<file path="src/rtl/decode_issue_stage.sv">
// Multi-lane RV32I control decode with younger-lane squash and an illegal-opcode counter.
// Latency: 1 cycle from accept to out_valid_o; full throughput while out_ready_i is high.
// Backpressure: holds the registered group while out_valid_o & ~out_ready_i; flush_i drops it.
module decode_issue_stage #(
    parameter int LANES     = 2,
    parameter int ILL_CNT_W = 8
) (
    input  logic                   clk,
    input  logic                   rst_n,
    input  logic                   in_valid_i,
    input  logic [LANES-1:0]       in_lane_valid_i,
    input  logic [7*LANES-1:0]     op_i,
    output logic                   in_ready_o,
    input  logic                   flush_i,
    output logic                   out_valid_o,
    input  logic                   out_ready_i,
    output logic [LANES-1:0]       out_lane_valid_o,
    output logic [11*LANES-1:0]    ctrl_o,
    output logic [LANES-1:0]       illegal_o,
    output logic [ILL_CNT_W-1:0]   ill_cnt_o
);

    typedef struct packed {
        logic       reg_write;
        logic [1:0] imm_src;
        logic       alu_src;
        logic       mem_write;
        logic [1:0] result_src;
        logic       branch;
        logic [1:0] alu_op;
        logic       jump;
    } ctrl_t;

    ctrl_t [LANES-1:0]     dec_ctrl;
    logic  [LANES-1:0]     dec_ill;
    logic  [LANES-1:0]     sq_valid;
    logic  [LANES-1:0]     sq_ill;
    logic                  kill;
    logic                  accept;
    logic                  any_ill;

    ctrl_t [LANES-1:0]     ctrl_q;
    logic                  out_valid_q;
    logic  [LANES-1:0]     lane_valid_q;
    logic  [LANES-1:0]     illegal_q;
    logic  [ILL_CNT_W-1:0] ill_cnt_q;

    always_comb begin
        dec_ctrl = '0;
        dec_ill  = '0;
        for (int i = 0; i < LANES; i++) begin
            case (op_i[7*i +: 7])
                7'b0000011: dec_ctrl[i] = 11'b1_00_1_0_01_0_00_0;
                7'b0100011: dec_ctrl[i] = 11'b0_01_1_1_00_0_00_0;
                7'b0110011: dec_ctrl[i] = 11'b1_00_0_0_00_0_10_0;
                7'b0010011: dec_ctrl[i] = 11'b1_00_1_0_00_0_10_0;
                7'b1100011: dec_ctrl[i] = 11'b0_10_0_0_00_1_01_0;
                7'b1101111: dec_ctrl[i] = 11'b1_11_0_0_10_0_00_1;
                7'b1100111: dec_ctrl[i] = 11'b1_00_1_0_10_0_00_1;
                7'b0110111: dec_ctrl[i] = 11'b1_11_1_0_00_0_11_0;
                7'b0010111: dec_ctrl[i] = 11'b1_00_1_0_00_0_01_0;
                7'b0000000: dec_ctrl[i] = '0;
                default:    dec_ill[i]  = 1'b1;
            endcase
        end
    end

    // The oldest surviving control transfer or illegal lane kills everything younger.
    always_comb begin
        kill     = 1'b0;
        sq_valid = '0;
        for (int i = 0; i < LANES; i++) begin
            sq_valid[i] = in_lane_valid_i[i] & ~kill;
            if (sq_valid[i] & (dec_ctrl[i].branch | dec_ctrl[i].jump | dec_ill[i]))
                kill = 1'b1;
        end
    end

    assign sq_ill     = dec_ill & sq_valid;
    assign any_ill    = |sq_ill;
    assign in_ready_o = rst_n & ~flush_i & (~out_valid_q | out_ready_i);
    assign accept     = in_valid_i & in_ready_o;

    always_ff @(posedge clk) begin
        if (!rst_n) begin
            out_valid_q  <= 1'b0;
            lane_valid_q <= '0;
            ctrl_q       <= '0;
            illegal_q    <= '0;
            ill_cnt_q    <= '0;
        end else if (flush_i) begin
            // ctrl is left as-is; consumers gate on the cleared lane mask.
            out_valid_q  <= 1'b0;
            lane_valid_q <= '0;
            illegal_q    <= '0;
        end else if (accept) begin
            out_valid_q  <= 1'b1;
            lane_valid_q <= sq_valid;
            ctrl_q       <= dec_ctrl;
            illegal_q    <= sq_ill;
            if (any_ill && !(&ill_cnt_q))
                ill_cnt_q <= ill_cnt_q + ILL_CNT_W'(1);
        end else if (out_ready_i) begin
            out_valid_q  <= 1'b0;
        end
    end

    assign out_valid_o      = out_valid_q;
    assign out_lane_valid_o = lane_valid_q;
    assign ctrl_o           = ctrl_q;
    assign illegal_o        = illegal_q;
    assign ill_cnt_o        = ill_cnt_q;

endmodule

</file>
<file path="config.mk">
export PLATFORM = sky130hd
export DESIGN_NAME = decode_issue_stage
export DESIGN_NICKNAME = d
export VERILOG_FILES = /design/src/rtl/decode_issue_stage.sv
export SDC_FILE = /design/constraint.sdc
export NUM_CORES = 1
export LEC_CHECK = 0
export ABC_AREA = 1
export BUFFER_PORTS_ARGS = -buffer_cell sky130_fd_sc_hd__buf_2
export CAP_MARGIN = 20
export CORE_ASPECT_RATIO = 1.75
export CORE_MARGIN = 1.5
export CORE_UTILIZATION = 57
export CTS_BUF_LIST = sky130_fd_sc_hd__clkbuf_8
export DETAILED_ROUTE_END_ITERATION = 7
export PLACE_DENSITY = 0.88
export SETUP_SLACK_MARGIN = 0.2
export SLEW_MARGIN = 20
export SYNTH_ARGS = -nofsm -noshare
export SYNTH_HDL_FRONTEND = slang
export SYNTH_SLANG_ARGS = --single-unit
</file>
<file path="constraint.sdc">
create_clock -name clk -period 4.5 [get_ports clk]
set_input_delay 0.45 -clock clk [delete_from_list [all_inputs] [get_ports clk]]
set_output_delay 0.45 -clock clk [all_outputs]
set_load 0.05 [all_outputs]
</file>
Word level (Yosys, flattened, before mapping)
Index checks and enable logic that the tools add are counted.
{ "totals": {"wordCells": 71, "reg_bits": 35, "out_inout_bits": 36, "in_bits": 21} }
{ "op_classes": {"n_bitwise": 13, "reduce_logical": 12, "mux": 7, "eq_ne": 18, "n_addsub": 1} }
{ "ops": {"columns": ["op", "count"], "rows": [
  ["11-bit one-hot mux with 9 select lines", 2],
  ["7-bit by 6-bit equality test with 1-bit output, second input constant", 6],
  ["7-bit equality test, second input constant", 6],
  ["7-bit by 5-bit equality test with 1-bit output, second input constant", 4],
  ["10-bit OR reduction", 2],
  ["7-bit by 2-bit equality test with 1-bit output, second input constant", 2],
  ["7-bit zero test", 2],
  ["8-bit by 1-bit adder with 8-bit output, second input constant", 1],
  ["8-bit AND reduction", 1],
  ["1-bit AND", 5],
  ["1-bit two-way mux", 5],
  ["1-bit inverter", 4],
  ["2-bit OR reduction", 2],
  ["1-bit bitwise OR", 3],
  ["3-bit AND reduction", 1],
  ["2-bit AND", 1],
  ["2-bit AND reduction", 1],
  ["2-bit nonzero test", 1],
  ["1-bit logical AND", 1],
  ["1-bit zero test", 1]
]} }

Logic depth before layout (Yosys ltp)
Gate-level depths: netlist (run 1).
{ "logic_depth": {"ltp_word": 12, "depth_mapped": 12, "mapped_depth_nobuf": 12} }

Worst setup path after synthesis (run 1)
OpenSTA, ideal clock, no wires.
{ "synth_path": {"path_type": "flip-flop to flip-flop", "start": "reg ill_cnt_q[1], in the netlist ill_cnt_o[1]", "end": "reg ill_cnt_q[2], in the netlist ill_cnt_o[2]", "period_less_slack_ns": 1.958, "setup_slack_ns": 2.542, "stages_incl_launch_ff": 8, "t_required_ns": 4.430, "setup_time_ns": 0.070, "t_arrival_ns": 1.888, "path_buffers": 0, "path_cell_list": "dfxtp_1 ha_1 nand2_1 nor3_1 nand3_2 nand3_4 nand2_1 a21oi_1"} }
{ "synth_via": {"elab_chain_cells": 4, "elab_cells_between_ends": 5, "cone_classes": "add/sub: 1; reduce/logical: 4"} }
{ "synth_lines": {"columns": ["item", "line", "text"], "rows": [
  ["start, declared", "46", "logic [ILL_CNT_W-1:0] ill_cnt_q;"],
  ["start signal, assigned", "102", "ill_cnt_q <= ill_cnt_q + ILL_CNT_W'(1);"],
  ["branches (longest 4 deep; another with 8-bit by 1-bit adder with 8-bit output)", null, null]
]} }
Parallel ways; which one is timed is not known.
A chain may end at the register's enable or synchronous reset.

Final worst setup path (run 1)
{ "layout_path": {"start": "in rst_n", "end": "reg ill_cnt_q[4], in the netlist ill_cnt_o[4]"} }
{ "layout_via": {"elab_chain_cells": 4} }
{ "layout_lines": {"columns": ["item", "line", "text"], "rows": [
  ["start, declared", "9", "input logic rst_n,"],
  ["1-bit AND (2 in series)", "81", "assign in_ready_o = rst_n & ~flush_i & (~out_valid_q | out_ready_i);"],
  ["1-bit AND", "82", "assign accept = in_valid_i & in_ready_o;"],
  ["3-bit AND reduction (no line)", null, null]
]} }
Parallel ways exist; a longest one is shown, timed or not.

==> results of run 1 <==
==> worst max-delay path: stages <==
cell      delay [ps]
buf_2            150
inv_2            330
nor2_4            80
inv_2            100
nor2_4            40
nand2_4          210
clkinv_2         410
nand3_4          270
nand2_1           80
a21oi_1          120
==> sequential cells by signal, indices dropped and copies added, names as in the netlist <==
| name | count |
|---|---|
| out_lane_valid_o | 2 |
| illegal_o | 2 |
| out_valid_o | 1 |
| ill_cnt_o | 8 |
| ctrl_o | 20 |
==> synth_stat cells (2+ instances only) <==
| cell | count | share of area [%] |
|---|---|---|
| nor3_1 | 3 | 0.83 |
| clkbuf_1 | 2 | 0.41 |
| xor2_1 | 3 | 1.4 |
| buf_4 | 4 | 1.7 |
| nand2_1 | 56 | 12 |
| nand4_1 | 14 | 4.8 |
| o21ai_0 | 14 | 3.9 |
| nand3_2 | 4 | 2.2 |
| dfxtp_1 | 33 | 36 |
| inv_1 | 19 | 3.9 |
| inv_2 | 9 | 1.9 |
| xnor2_1 | 2 | 0.96 |
| nor2_1 | 28 | 5.8 |
| nor2_4 | 3 | 1.9 |
| nand2_4 | 2 | 1.2 |
| a21oi_1 | 30 | 8.3 |
| nor2_2 | 4 | 1.4 |
| nand3_1 | 11 | 3.0 |
| nand2_2 | 2 | 0.69 |
==> final timing paths <==
check | start | end | slack, ps | depth (start not counted)
max | rst_n | ill_cnt_o[4] | 2440 | 10
min | in_lane_valid_i[0] | out_lane_valid_o[0] | 440 | 3
max reg2reg | out_valid_o | ill_cnt_o[4] | 2680 | 8
min reg2reg | illegal_o[0] | illegal_o[0] | 470 | 2
==> cell families (layout without fill, tap and decap cells) <==
family,after synthesis,count (layout),synth area share (%)
AO/OA/AOI/OAI,49,49,14.9
buffers and inverters,38,92,9.49
XOR/XNOR,5,5,2.41
adder cells (fa/ha/maj),1,1,0.688
AND/OR/NAND/NOR,132,132,36.2
flip-flops,33,33,36.3
==> final cells by class <==
cell class | instances | area, um^2
flip-flops and latches | 33 | 661
inverters | 29 | 110
well taps | 43 | 53.8
repair buffers | 56 | 280
clock buffers | 6 | 82.6
clock inverters | 1 | 3.75
multi-input cells | 187 | 986
fillers | 282 | 931
==> through the flow <==
stage               worst slack (ps)  std cells
global route                    2260        355
detailed placement              2180        348
finish                          2440        355
floorplan                       2540        258
CTS                             2460        355
global placement                2260        348
==> layer usage <==
metal	GRT usage [%]	wire length, um	share of wire (%)
met1	29.1	1660	37
met2	45.1	2460	56
met3	6.28	192	4.3
met4	16.0	112	2.5
met5	0	0	0
==> power groups by stage <==
stage / combinational [W] / sequential, W / clock, W
finish: 0.0000894 / 0.000300 / 0.000222
global route: 0.0000973 / 0.000301 / 0.000235
CTS: 0.0000894 / 0.000300 / 0.000223
detailed placement: 0.0000889 / 0.000307 / 0
global placement: 0.0000871 / 0.000307 / 0
floorplan: 0.0000448 / 0.000326 / 0
==> cell usage in the layout (no fill, tap or decap), types with 2 or more instances in the layout <==
| master | synthesis | layout |
|---|---|---|
| nand4_1 | 14 | 14 |
| nor2_4 | 3 | 3 |
| clkbuf_8 | 0 | 6 |
| dfxtp_1 | 33 | 33 |
| nor3_1 | 3 | 3 |
| nand3_1 | 11 | 11 |
| nand2_2 | 2 | 2 |
| buf_2 | 1 | 56 |
| o21ai_0 | 14 | 14 |
| nand2_4 | 2 | 2 |
| xor2_1 | 3 | 3 |
| nor2_2 | 4 | 4 |
| nor2_1 | 28 | 28 |
| xnor2_1 | 2 | 2 |
| inv_2 | 9 | 9 |
| inv_1 | 19 | 20 |
| nand3_2 | 4 | 4 |
| a21oi_1 | 30 | 30 |
| nand2_1 | 56 | 56 |
==> metrics.cfg, run 1 <==
[final_layout]
postLayoutCellArea_um2 = 2180
final_nets = 334
areaGrowthSynthToFinish_pct = 19.7
n_antenna_cell = 0
layout-drive-gt1-share_pct = 28.8
final_util_pct = 70.0

[global_route]
gr-usage-all-layers_pct = 27.0
first_global_vias = 1827
antenna_found_initial = 0
grt_pass1_wl_um = 7290
grt-ovfl-total = 0
grt_max_degree = 36

[clocking]
cts_hold_buffers = 0
cts.clk_slew.worst_paths_ps = 60
cts-root-buf = clkbuf_8
cts_setup_buffers = 0
cts_tree = built
post_cts_resized = 0
worstSkewPairLatency_ps = 280
cts.path.max_buffers = 2
clock-sinks = 33
htreeDepth = 2
cts_buffers = 5

[placement]
hpwl_um = 3260
placed_area_um2 = 2090
port_buffers = 56
routabilityCongestion = 0.952

[pwr]
peakVddDrop_mv = 0.197
p_total_w = 0.000612
clock_power_share_pct = 36.3
power.internal_w = 0.000440
leakage_nw = 1.09
p_comb_share_pct = 14.6
p_sw_w = 0.000172
p_seq_share_pct = 49.1
netSwitchingFraction_pct = 28.0
pwr_density_cell_nw_per_um2 = 281

[sta]
period_needed_ps = 2060
finalHoldViolCount = 0
tightestPinTransition_ps = 431
max_freq_ghz = 0.486
maxSlewViolCount = 0
setup_viol = 0
fin_setup_tns_ps = 0
skew_ps = 2.67
hold_ws_ps = 438
rsz0062_at_grt = no
fin_crit_sh_pct = 45.8
max_slew_margin_pct = 71.3

[logic_synthesis]
synth.cell_area_um2 = 1820
synthArstFlopShare_pct = 0
ys_types = 34
synth-seq-area-share_pct = 36.3
synth_seq_cells = 33
synth_nets = 280
syn_area_per_cell_um2 = 7.05
yosys_warnings = 0
synth_cells = 258
synth_edf_count = 0
ys.flop_type = dfxtp_1

[die]
die_y_um = 77.7
core_um2 = 3110
rows = 27
die_w_um = 45.7
start_util_pct = 58.5
dieArea_um2 = 3550
ios = 57

[flow_run]
cap_violations = 0

[drt]
ant_nets = 0
drc_errors = 0
vias = 1937
wire_per_inst_um = 12.4
viasPerCell = 5.46
routed_wirelength_um = 4420
first_pass_iters = 5
drt_iter0_drc = 41

[setup_path]
worstPathMaxFanout = 35
end_kind = flip-flop
path_class = in2reg
critPathLaunchType = input pin
cp.arrival_ps = 2270
cp_data_required_time_ps = 4720

[hold_path]
holdCritPathClass = in2reg

[outcome]
status = complete, no violations

Note: power is estimated with default switching activity, not from simulation.
==> inputs of run 2 (changes only) <==
Settings changed: CORE_UTILIZATION 57 to 53, PLACE_DENSITY 0.88 to 0.82.
Clock period 4.5 ns to 1.99 ns, I/O delays scaled along.
==> run 2 against run 1 <==
Against the previous run:
- non-clock buffer count up 5
- core utilization down 3.3 points
- clock skew grew 3.9 ps
- clock power grew 110%
- setup slack got worse by 2100 ps
- first-iteration DRC count up 15%
- wire length is 4.6% lower
- cell area up 2.1%
- register-to-register slack got worse by 2300 ps
- critical path type is now reg2reg
==> metrics.cfg, run 2 (synthesis gave the netlist of run 1 again) <==
[outcome]
status = complete, no violations

[die]
dieArea_um2 = 3810
rows = 28
die_w_um = 47.3
start_util_pct = 54.7
ios = 57
die_y_um = 80.5
core_um2 = 3330

[drt]
drt_iter0_drc = 47
ant_nets = 0
drc_errors = 0
viasPerCell = 5.20
routed_wirelength_um = 4210
wire_per_inst_um = 11.6
first_pass_iters = 4
vias = 1886

[final_layout]
postLayoutCellArea_um2 = 2220
areaGrowthSynthToFinish_pct = 22.1
final_nets = 339
n_antenna_cell = 0
final_cells = 363
layout-drive-gt1-share_pct = 30.8
largest_reg_flops = 20
final_cell_mix = nand2_1 (56), buf_2 (56), dfxtp_1 (31)

[sta]
period_needed_ps = 1660
fin_crit_sh_pct = 83.3
max_freq_ghz = 0.603
tightestPinTransition_ps = 364
hold_ws_ps = 186
skew_ps = 6.57
maxSlewViolCount = 0
max_slew_margin_pct = 75.5
setup_viol = 0
finalHoldViolCount = 0
fin_setup_tns_ps = 0
rsz0062_at_grt = no

[setup_path]
cp-endpoint = ill_cnt_o[1]
cp_num_cells = 7
worstReg2RegStart = ill_cnt_o[0]
startpoint = ill_cnt_o[0]
cpLargestDelayFamily = simple AND/OR/NAND/NOR gates
worstPathCellList = ha_1 > nand2_1 > nor3_1 > nand3_2 > buf_4 > nand4_1 > a21oi_1
r2r_end = ill_cnt_o[1]
rr_worst_depth = 7
path_buf_inv = 1
cpMaxStageDelayCell = dfxtp_2
end_kind = flip-flop
r2r_slack_ps = 330
path_class = reg2reg
critPathLaunchType = flip-flop
slowest_delay_ps = 350
cp_data_required_time_ps = 2150
cp.arrival_ps = 1820
worstPathMaxFanout = 7

[global_route]
grt_pass1_wl_um = 6670
grt-ovfl-total = 0
first_global_vias = 1662
antenna_found_initial = 0
grt_max_degree = 36
gr-usage-all-layers_pct = 23.9

[clocking]
clock-sinks = 33
cts-root-buf = clkbuf_8
cts.path.max_buffers = 2
cts.clk_slew.worst_paths_ps = 70
cts_tree = built
htreeDepth = 2
cts_buffers = 5
cts_hold_buffers = 0
worstSkewPairLatency_ps = 280

[flow_run]
cap_violations = 0

[pwr]
pwr_density_cell_nw_per_um2 = 609
power.internal_w = 0.000965
p_comb_share_pct = 15.0
p_sw_w = 0.000389
p_seq_share_pct = 50.3
netSwitchingFraction_pct = 28.7
clock_power_share_pct = 34.7
leakage_nw = 1.11
peakVddDrop_mv = 0.618

[placement]
port_buffers = 56
placed_area_um2 = 2100
routabilityCongestion = 0.865
dp.cells = 351
hpwl_um = 3170

[hold_path]
min_path_cells = 3
holdCritPathClass = in2reg

-- run 2: cell count changes in the layout (fill, tap and decap cells not counted) --
cell	before	now
dfxtp_1	33	31
inv_8	0	1
clkinv_2	1	2
dfxtp_2	0	2
clkbuf_8	6	5
buf_4	0	5
-- run 2: power by group through the flow --
stage | Clock [W] | Sequential, W | Combinational (W)
2_1_floorplan | 0 | 0.000737 | 0.000101
3_3_place_gp | 0 | 0.000695 | 0.000199
3_5_place_dp | 0 | 0.000695 | 0.000201
4_1_cts | 0.000485 | 0.000680 | 0.000202
5_1_grt | 0.000506 | 0.000681 | 0.000223
6_report | 0.000470 | 0.000681 | 0.000203
-- run 2: timing repair --
item / CTS / global route
gates cloned: 0 / 0
endpoints found under the setup margin: 8 / 9
buffers inserted: 0 / 4
gates resized for setup: 1 / 1
pin swaps: 0 / 1
endpoints found under the hold margin: 0 / 0
-- run 2: cell type report --
type                    count  area, um^2
fillers                   298        1110
multi-input cells         187         986
flip-flops and latches     33         663
repair buffers             61         318
inverters                  29         116
clock buffers               5        68.8
well taps                  45        56.3
clock inverters             3        13.8
-- run 2: worst register-to-register path: cells and delay by family, from the launching register on --
| family | cells | cell delay (ps) |
|---|---|---|
| compound gates | 1 | 60 |
| fa+ha+maj | 1 | 200 |
| simple gates | 4 | 720 |
| flops | 1 | 350 |
| buf+inv | 1 | 200 |
-- run 2: through the flow --
step                      power [W]  setup slack [ps]  util (%)
after detailed placement   0.000897               182      63.2
after CTS                   0.00137               299      65.8
after global placement     0.000894               289      63.2
final                       0.00135               332      66.8
after global routing        0.00141               226      66.8
after floorplan            0.000838               200         -
-- run 2: how the worst min path moves through the flow --
stage / slack, ps / endpoint / from
6_report: 190 / out_valid_o / in_valid_i
2_1_floorplan: 320 / out_valid_o / in_valid_i
3_5_place_dp: 450 / illegal_o[0] / illegal_o[0]
4_1_cts: 180 / out_lane_valid_o[0] / in_lane_valid_i[0]
3_3_place_gp: 460 / illegal_o[0] / illegal_o[0]
5_1_grt: 210 / out_valid_o / in_valid_i
-- run 2: per-layer routing --
metal	global-route usage (%)	part of all wire, %	up-vias
met1	25.5	41	863
met3	3.82	3.3	7
met5	0	0	-
met4	14.7	2.7	0
li1	-	-	970
met2	40.5	53	46
